[src/rtl/output_bram_axis_tx.sv]
// output_bram_axis_tx: streams BRAM lines out over AXI-Stream, one DW lane
// per beat, lane 0 first, for an inclusive address range.
// Ports: clk, rst_n (async, active-low); start, addr_start, addr_end launch
// a transfer; bram_rd_en/bram_rd_addr/bram_rd_data_flat read the BRAM with a
// fixed 1-cycle latency; m_axis_tdata/tvalid/tready/tlast form the stream
// master; busy, done (1-cycle pulse) and tx_state report progress.
// Optional feature: define OUTPUT_TX_HEADER_EN to send a MAGIC header beat
// ahead of the data beats.
module output_bram_axis_tx #(
    parameter int              DW         = 16,
    parameter int              NUM_LANES  = 8,
    parameter int              ADDR_WIDTH = 11,
    parameter logic [DW-1:0]   MAGIC      = 16'hA55A
) (
    input  logic                      clk,
    input  logic                      rst_n,
    input  logic                      start,
    input  logic [ADDR_WIDTH-1:0]     addr_start,
    input  logic [ADDR_WIDTH-1:0]     addr_end,
    output logic                      bram_rd_en,
    output logic [ADDR_WIDTH-1:0]     bram_rd_addr,
    input  logic [NUM_LANES*DW-1:0]   bram_rd_data_flat,
    output logic [DW-1:0]             m_axis_tdata,
    output logic                      m_axis_tvalid,
    input  logic                      m_axis_tready,
    output logic                      m_axis_tlast,
    output logic                      busy,
    output logic                      done,
    output logic [2:0]                tx_state
);

    localparam int LW = (NUM_LANES > 1) ? $clog2(NUM_LANES) : 1;
    localparam logic [LW-1:0] LAST_LANE = LW'(NUM_LANES - 1);

    typedef enum logic [2:0] {
        S_IDLE   = 3'd0,
        S_HEADER = 3'd1,
        S_FETCH  = 3'd2,
        S_LATCH  = 3'd3,
        S_SEND   = 3'd4,
        S_FIN    = 3'd5
    } state_t;

    state_t                  state;
    logic [ADDR_WIDTH-1:0]   addr;
    logic [ADDR_WIDTH-1:0]   end_q;
    logic [LW-1:0]           lane;
    logic [NUM_LANES*DW-1:0] buffer;

    logic last_lane;
    logic last_addr;

    assign last_lane = (lane == LAST_LANE);
    // Equality compare: an end address at the top of the space never wraps.
    assign last_addr = (addr == end_q);

    always_ff @(posedge clk or negedge rst_n) begin
        if (!rst_n) begin
            state  <= S_IDLE;
            addr   <= '0;
            end_q  <= '0;
            lane   <= '0;
            buffer <= '0;
        end else begin
            case (state)
                S_IDLE: begin
                    if (start) begin
                        addr  <= addr_start;
                        end_q <= addr_end;
                        lane  <= '0;
                        if (addr_end < addr_start) begin
                            state <= S_FIN;
                        end else begin
`ifdef OUTPUT_TX_HEADER_EN
                            state <= S_HEADER;
`else
                            state <= S_FETCH;
`endif
                        end
                    end
                end
                S_HEADER: begin
                    if (m_axis_tready) begin
                        state <= S_FETCH;
                    end
                end
                S_FETCH: begin
                    state <= S_LATCH;
                end
                S_LATCH: begin
                    // Read data arrives one cycle after the FETCH request.
                    buffer <= bram_rd_data_flat;
                    lane   <= '0;
                    state  <= S_SEND;
                end
                S_SEND: begin
                    if (m_axis_tready) begin
                        if (last_lane) begin
                            if (last_addr) begin
                                state <= S_FIN;
                            end else begin
                                addr  <= addr + 1'b1;
                                state <= S_FETCH;
                            end
                        end else begin
                            lane <= lane + 1'b1;
                        end
                    end
                end
                S_FIN: begin
                    state <= S_IDLE;
                end
                default: begin
                    state <= S_IDLE;
                end
            endcase
        end
    end

    // Outputs decode the registered state, so reset clears them at once.
    always_comb begin
        m_axis_tvalid = 1'b0;
        m_axis_tlast  = 1'b0;
        m_axis_tdata  = '0;
        bram_rd_en    = 1'b0;
        bram_rd_addr  = '0;
        case (state)
            S_HEADER: begin
                m_axis_tvalid = 1'b1;
                m_axis_tdata  = MAGIC;
            end
            S_FETCH: begin
                bram_rd_en   = 1'b1;
                bram_rd_addr = addr;
            end
            S_SEND: begin
                m_axis_tvalid = 1'b1;
                m_axis_tdata  = buffer[int'(lane)*DW +: DW];
                m_axis_tlast  = last_lane && last_addr;
            end
            default: begin
            end
        endcase
    end

    assign busy     = (state != S_IDLE);
    assign done     = (state == S_FIN);
    assign tx_state = state;

endmodule

[config.mk]
export PLATFORM = sky130hd
export DESIGN_NAME = output_bram_axis_tx
export DESIGN_NICKNAME = d
export VERILOG_FILES = /design/src/rtl/output_bram_axis_tx.sv
export SDC_FILE = /design/constraint.sdc
export NUM_CORES = 1
export LEC_CHECK = 0
export BUFFER_PORTS_ARGS = -buffer_cell sky130_fd_sc_hd__buf_4
export CAP_MARGIN = 5
export CORE_MARGIN = 10
export CORE_UTILIZATION = 58
export DETAILED_ROUTE_END_ITERATION = 7
export GPL_TIMING_DRIVEN = 1
export HOLD_SLACK_MARGIN = 0.05
export PLACE_DENSITY = 0.95
export SLEW_MARGIN = 25
export SYNTH_ARGS = -nofsm -noshare
export SYNTH_HDL_FRONTEND = slang
export SYNTH_SLANG_ARGS = --single-unit
[constraint.sdc]
create_clock -name clk -period 5.71 [get_ports clk]
set_input_delay 0.8565 -clock clk [delete_from_list [all_inputs] [get_ports clk]]
set_output_delay 0.8565 -clock clk [all_outputs]
set_load 0.03 [all_outputs]
==> results of run 1 <==
registers in the layout, indices dropped and copies added (netlist names):
register,count
buffer,128
addr,11
end_q,11
lane,3
tx_state,3
Yosys cell counts (9+ instances only):
cell | count | area [um^2]
xnor2_1 | 12 | 105.1
nand2_1 | 48 | 180.2
inv_1 | 14 | 52.55
nor2_1 | 30 | 112.6
mux2_2 | 141 | 1588
ha_1 | 13 | 162.7
clkbuf_1 | 16 | 60.06
buf_2 | 21 | 105.1
and2_1 | 14 | 87.58
dfrtp_1 | 156 | 3904
o21ai_0 | 9 | 45.04
mux4_2 | 32 | 720.7
a21oi_1 | 17 | 85.08
power breakdown:
| group | switching [mW] | internal (mW) |
|---|---|---|
| sequential | 0.535 | 1.67 |
| clock | 0.464 | 0.733 |
| combinational | 0.972 | 1.19 |
layout make-up:
| type | count | area, um^2 | share of cell area, % |
|---|---|---|---|
| clock buffer | 22 | 484.2 | 4.873 |
| clock inverter | 9 | 135.1 | 1.360 |
| tap | 176 | 220.2 | 2.216 |
| multi-input combinational | 393 | 3682 | 37.06 |
| timing repair buffer | 193 | 1455 | 14.64 |
| sequential | 156 | 3908 | 39.32 |
| inverter | 14 | 52.55 | 0.5288 |
routing by layer:
metal | GRT usage [%] | up-vias | wire length, um
met5 | 0 | - | 0
li1 | - | 2519 | -
met2 | 45.28 | 285 | 12190
met3 | 9.114 | 77 | 2067
met1 | 27.67 | 2876 | 8479
met4 | 15.27 | 0 | 1242
layout by cell type (no fill, tap or decap), drive strengths merged, types with 2 or more instances in the layout:
master,count
buf,192
dfrtp,156
mux2,141
nand2,48
mux4,32
nor2,32
clkbuf,23
a21oi,17
inv,15
and2,14
ha,13
xnor2,12
o21ai,9
mux2i,8
nand3,8
nor3,6
nor3b,5
nand4,4
a21o,4
a31oi,4
nor2b,3
clkinvlp,3
bufinv,3
or3,2
o211ai,2
o22ai,2
a221o,2
a2bb2oi,2
a22o,2
o2bb2ai,2
nand3b,2
clkinv,2
metrics by stage:
stage	utilization [%]	worst slack, ns	hold WS [ns]	cell area, um^2
2_1_floorplan	-	3.007	0.4650	7844
3_3_place_gp	70.32	2.359	0.4828	9313
3_5_place_dp	70.34	2.610	0.4888	9315
4_1_cts	75.02	2.087	0.5052	9935
5_1_grt	75.04	1.997	0.5239	9937
6_report	75.04	2.111	0.5035	9937
critical path, stage by stage, from the launching register on:
cell and delay, ns:
dfrtp_4 0.86, mux4_2 0.60, mux2_2 0.29, a21oi_1 0.22
nor2_1 0.10, buf_4 0.22
cell families after synthesis:
group	after synthesis	share of synthesized area (%)
simple gates	130	8.072
buf+inv	57	3.446
xor+xnor	13	1.452
mux	181	30.45
flops	156	49.77
compound gates	56	4.738
fa+ha+maj	13	2.074
path summary, 6_finish.rpt:
check / end / depth (start not counted)
min reg2reg: end_q[8]$_DFFE_PN0P_ / 2
min: end_q[8]$_DFFE_PN0P_ / 2
max in group asynchronous: buffer[52]$_DFFE_PN0P_ / 2
max reg2reg: buffer[23]$_DFFE_PN0P_ / 5
max: m_axis_tdata[1] / 5
min in group asynchronous: end_q[10]$_DFFE_PN0P_ / 1
==> metrics.cfg, run 1 <==
[outcome]
status = completed

[global_route]
grt.total_usage_pct = 26.41
grt_max_degree = 113
antenna_found_initial = 0
grt_pass1_wl_um = 37020
grt_pass1_vias = 6583
overflow = 0

[setup_path]
arrival_ns = 2.74
worstReg2RegStart = tx_state[0]$_DFFE_PN0P_
crit_fanout = 34
critPathLaunch = lane[0]$_DFFE_PN0P_
crit_path_end_kind = primary output
cp_data_required_time_ns = 4.85
cp-start-kind = flop
r2r_slack_ns = 2.69
crit_type = flop to primary output

[final_layout]
fillCellCount = 846
drive_above_1_share_pct = 51.21
diodes = 0
finalNonFillerCells = 963
area_delta_synth_final_pct = 26.69
nNetsFinal = 942

[hold_path]
worstHoldStart = end_q[8]$_DFFE_PN0P_
hp-class = flop to flop

[cts]
cts.htree.levels = 4
root_buffer = clkbuf_16
cts_sinks = 156
cts-resized-gates = 0
ctsHoldBuffers = 0
clk_latency_ns = 0.44
clk_pin_slew_ns = 0.06
clockBufferDepth = 2
cts_tree = done
postCtsSetupBuffers = 0
numCtsBuffers = 17

[sta]
tightest_slew_ns = 0.9618
slew_viol_final = 0
final.min_clock_period_ns = 3.599
hold_violations = 0
fmax_mhz = 277.9
finalSetupTns_ns = 0
rsz0062_at_grt = false
relSlewSlack_pct = 35.88
min_period_over_period_pct = 63.02
skew_ns = 0.01026
setup_viol = 0

[routing]
dr.pass1.iters = 6
routedWlPerCell_um = 24.90
drt_iter0_markers = 401
num_vias = 5757
drc = 0
routed_wl_um = 23980
ant_nets = 0
viasPerCell = 5.978

[floorplan]
rows = 42
die_area_um2 = 18580
ios = 189
die-width_um = 136.3
start_util_pct = 59.23
fp.dieH_um = 136.3
core_um2 = 13240

[synthesis]
synth_cell_types = 50
synthArstFlopShare_pct = 100.0
ys_seq_area_share_pct = 49.77
synth_edf_count = 0
syn-instance-count = 606
synthesis.area_um2 = 7844
synth_nets = 773
avgSynthCellArea_um2 = 12.94
yosys_warnings = 0
ys_ff_latch = 156
ys.flop_type = dfrtp_1

[power]
power_density_nw_per_um2 = 559.4
peakVddDrop_uv = 350.0
leakagePower_nw = 4.453
power_mw = 5.559

[placement]
dpl.cell_count = 932
port_buffers = 188
gp_congestion = 0.8970
dp.final_hpwl_um = 16990

[run]
drv_cap = 0

(Power assumes the default switching activity.)
==> inputs of run 2 (changes only) <==
--- a/config.mk
+++ b/config.mk
@@ -8,11 +8,11 @@
 export BUFFER_PORTS_ARGS = -buffer_cell sky130_fd_sc_hd__buf_4
 export CAP_MARGIN = 5
 export CORE_MARGIN = 10
-export CORE_UTILIZATION = 58
+export CORE_UTILIZATION = 54
 export DETAILED_ROUTE_END_ITERATION = 7
 export GPL_TIMING_DRIVEN = 1
 export HOLD_SLACK_MARGIN = 0.05
-export PLACE_DENSITY = 0.95
+export PLACE_DENSITY = 0.91
 export SLEW_MARGIN = 25
 export SYNTH_ARGS = -nofsm -noshare
 export SYNTH_HDL_FRONTEND = slang
==> constraint.sdc (replaced) <==
create_clock -name clk -period 3.65 [get_ports clk]
set_input_delay 0.5475 -clock clk [delete_from_list [all_inputs] [get_ports clk]]
set_output_delay 0.5475 -clock clk [all_outputs]
set_load 0.03 [all_outputs]
==> metrics.cfg, run 2 (same netlist as run 1, synthesis figures left out) <==
[outcome]
status = completed

[routing]
routed_wl_um = 22200  ; -7.4%
routedWlPerCell_um = 22.82  ; -8.4%
drc = 0  ; unchanged
drt_iter0_markers = 390  ; -2.7%
viasPerCell = 5.838  ; -2.4%
dr.pass1.iters = 5  ; -1
ant_nets = 0  ; unchanged
num_vias = 5680  ; -1.3%

[global_route]
grt_pass1_wl_um = 35200  ; -4.9%
grt.total_usage_pct = 22.59  ; -3.8 points
grt_max_degree = 94  ; -17%
grt_pass1_vias = 6331  ; -3.8%
overflow = 0  ; unchanged
antenna_found_initial = 0  ; unchanged

[floorplan]
ios = 189  ; unchanged
start_util_pct = 55.86  ; -3.4 points
die_area_um2 = 19750  ; +6.3%
die-width_um = 140.5  ; +3.1%
core_um2 = 14040  ; +6.0%
rows = 43  ; +2.4%
fp.dieH_um = 140.5  ; +3.1%

[sta]
hold_violations = 0  ; unchanged
hold_slack_ns = 0.1784  ; -0.3251 ns
finalSetupTns_ns = 0  ; unchanged
fmax_mhz = 322.6
tightest_slew_ns = 0.9002  ; -0.06163 ns
final.min_clock_period_ns = 3.100
slew_viol_final = 0  ; unchanged
setup_slack_ns = 0.5497  ; -1.562 ns
skew_ns = 0.01127  ; +0.001011 ns
rsz0062_at_grt = false
relSlewSlack_pct = 39.99  ; +4.1 points
setup_viol = 0  ; unchanged
min_period_over_period_pct = 84.94

[placement]
gp_congestion = 0.9605  ; +7.1%
dpl.cell_count = 941  ; +0.97%
dp.final_hpwl_um = 15990  ; -5.9%
dpl_cell_area_um2 = 9393  ; +0.83%
port_buffers = 188  ; unchanged
dp_worst_setup_slack_ns = 0.9349  ; -1.675 ns

[final_layout]
fillCellCount = 924  ; +9.2%
regMostFlops = buffer
diodes = 0  ; unchanged
area_delta_synth_final_pct = 27.53
top_regs = buffer: 128 flops, addr: 11 flops, end_q: 11 flops
finalNonFillerCells = 973  ; +1.0%
nNetsFinal = 947  ; +0.53%
fin_util_pct = 71.24  ; -3.8 points
drive_above_1_share_pct = 51.70  ; +0.50 points
final_common_cell = buf_4
layout_common_cells = buf_4 (194), dfrtp_1 (155), mux2_2 (141), nand2_1 (47), mux4_2 (32)
largest_reg_flops = 128  ; unchanged
final_area_um2 = 10000  ; +0.67%

[cts]
cts.htree.levels = 4  ; unchanged
root_buffer = clkbuf_16
cts_tree = done
cts_sinks = 156  ; unchanged
clk_pin_slew_ns = 0.06  ; about the same
clk_latency_ns = 0.44  ; about the same
ctsHoldBuffers = 0  ; unchanged
postCtsSetupBuffers = 0  ; unchanged
clockBufferDepth = 2  ; unchanged
cts-resized-gates = 0  ; unchanged
numCtsBuffers = 17  ; unchanged

[setup_path]
crit_fanout = 19  ; -44%
cp_data_required_time_ns = 3.10  ; -1.75 ns
cp-start-kind = flop
arrival_ns = 2.55  ; -0.19 ns
crit_path_end_kind = primary output
crit_type = flop to primary output

[power]
netSwitchingFraction_pct = 34.73  ; -0.72 points
clockPowerShare_pct = 21.5  ; about the same
sequentialPowerShare_pct = 38.7  ; -0.9 points
peakVddDrop_uv = 433.9  ; +24%
power_mw = 8.548  ; +54%
p_int_mw = 5.579  ; +55%
combPwrFrac_pct = 39.8  ; +0.9 points
leakagePower_nw = 4.490  ; +0.83%
power_density_nw_per_um2 = 854.5  ; +53%
p_switching_mw = 2.969  ; +51%

[hold_path]
hp-class = primary input to async pin

[run]
drv_cap = 0  ; unchanged

[run 2: cell count changes in the layout (fill, tap and decap cells not counted)]
| cell | before | now |
|---|---|---|
| dfrtp_4 | 1 | 0 |
| buf_4 | 192 | 194 |
| clkinv_4 | 1 | 4 |
| clkbuf_1 | 1 | 0 |
| dfrtp_2 | 0 | 1 |
| clkinv_2 | 1 | 2 |
| inv_6 | 1 | 4 |
| buf_12 | 0 | 3 |
| buf_6 | 0 | 1 |
| clkinvlp_4 | 3 | 2 |
| clkbuf_8 | 5 | 0 |
[run 2: final timing paths]
kind | end | from | depth (start not counted) | slack [ns]
worst max-delay path | m_axis_tdata[5] | lane[1]$_DFFE_PN0P_ | 5 | 0.55
worst min-delay path | end_q[5]$_DFFE_PN0P_ | rst_n | 1 | 0.18
worst max register to register | addr[4]$_DFFE_PN0P_ | lane[1]$_DFFE_PN0P_ | 7 | 0.93
worst min register to register | end_q[1]$_DFFE_PN0P_ | end_q[1]$_DFFE_PN0P_ | 2 | 0.50
max in group asynchronous | buffer[76]$_DFFE_PN0P_ | rst_n | 2 | 2.59
min in group clk | end_q[5]$_DFFE_PN0P_ | addr_end[5] | 3 | 0.33
[run 2: power groups by stage]
stage	sequential, mW	clock [mW]	combinational (mW)
after global placement	3.21	0	3.22
after floorplan	2.97	0	2.62
after global routing	3.41	1.93	3.66
after detailed placement	3.29	0	3.37
final	3.31	1.84	3.40
after CTS	3.30	1.85	3.43
[run 2: worst max-delay path, cell delays in order, from the launching register on]
cell and delay (ns):
dfrtp_1 0.93, buf_4 0.40, mux4_2 0.35, mux2i_1 0.16
nor2_1 0.08, buf_4 0.18
[run 2: layout make-up]
type	instances	area (um^2)	area share [%]
Multi-Input combinational cell	393	3682	36.81
Timing Repair Buffer	198	1528	15.27
Clock buffer	17	425.4	4.253
Tap cell	180	225.2	2.251
Sequential cell	156	3905	39.04
Clock inverter	15	185.2	1.851
Inverter	14	52.55	0.5253
[run 2: metal layers]
metal | vias up | GRT usage [%] | wire length, um
met5 | - | 0 | 0
met4 | 0 | 9.293 | 543
met3 | 50 | 6.558 | 1580
met2 | 242 | 37.68 | 11140
met1 | 2848 | 26.71 | 8943
li1 | 2540 | - | -
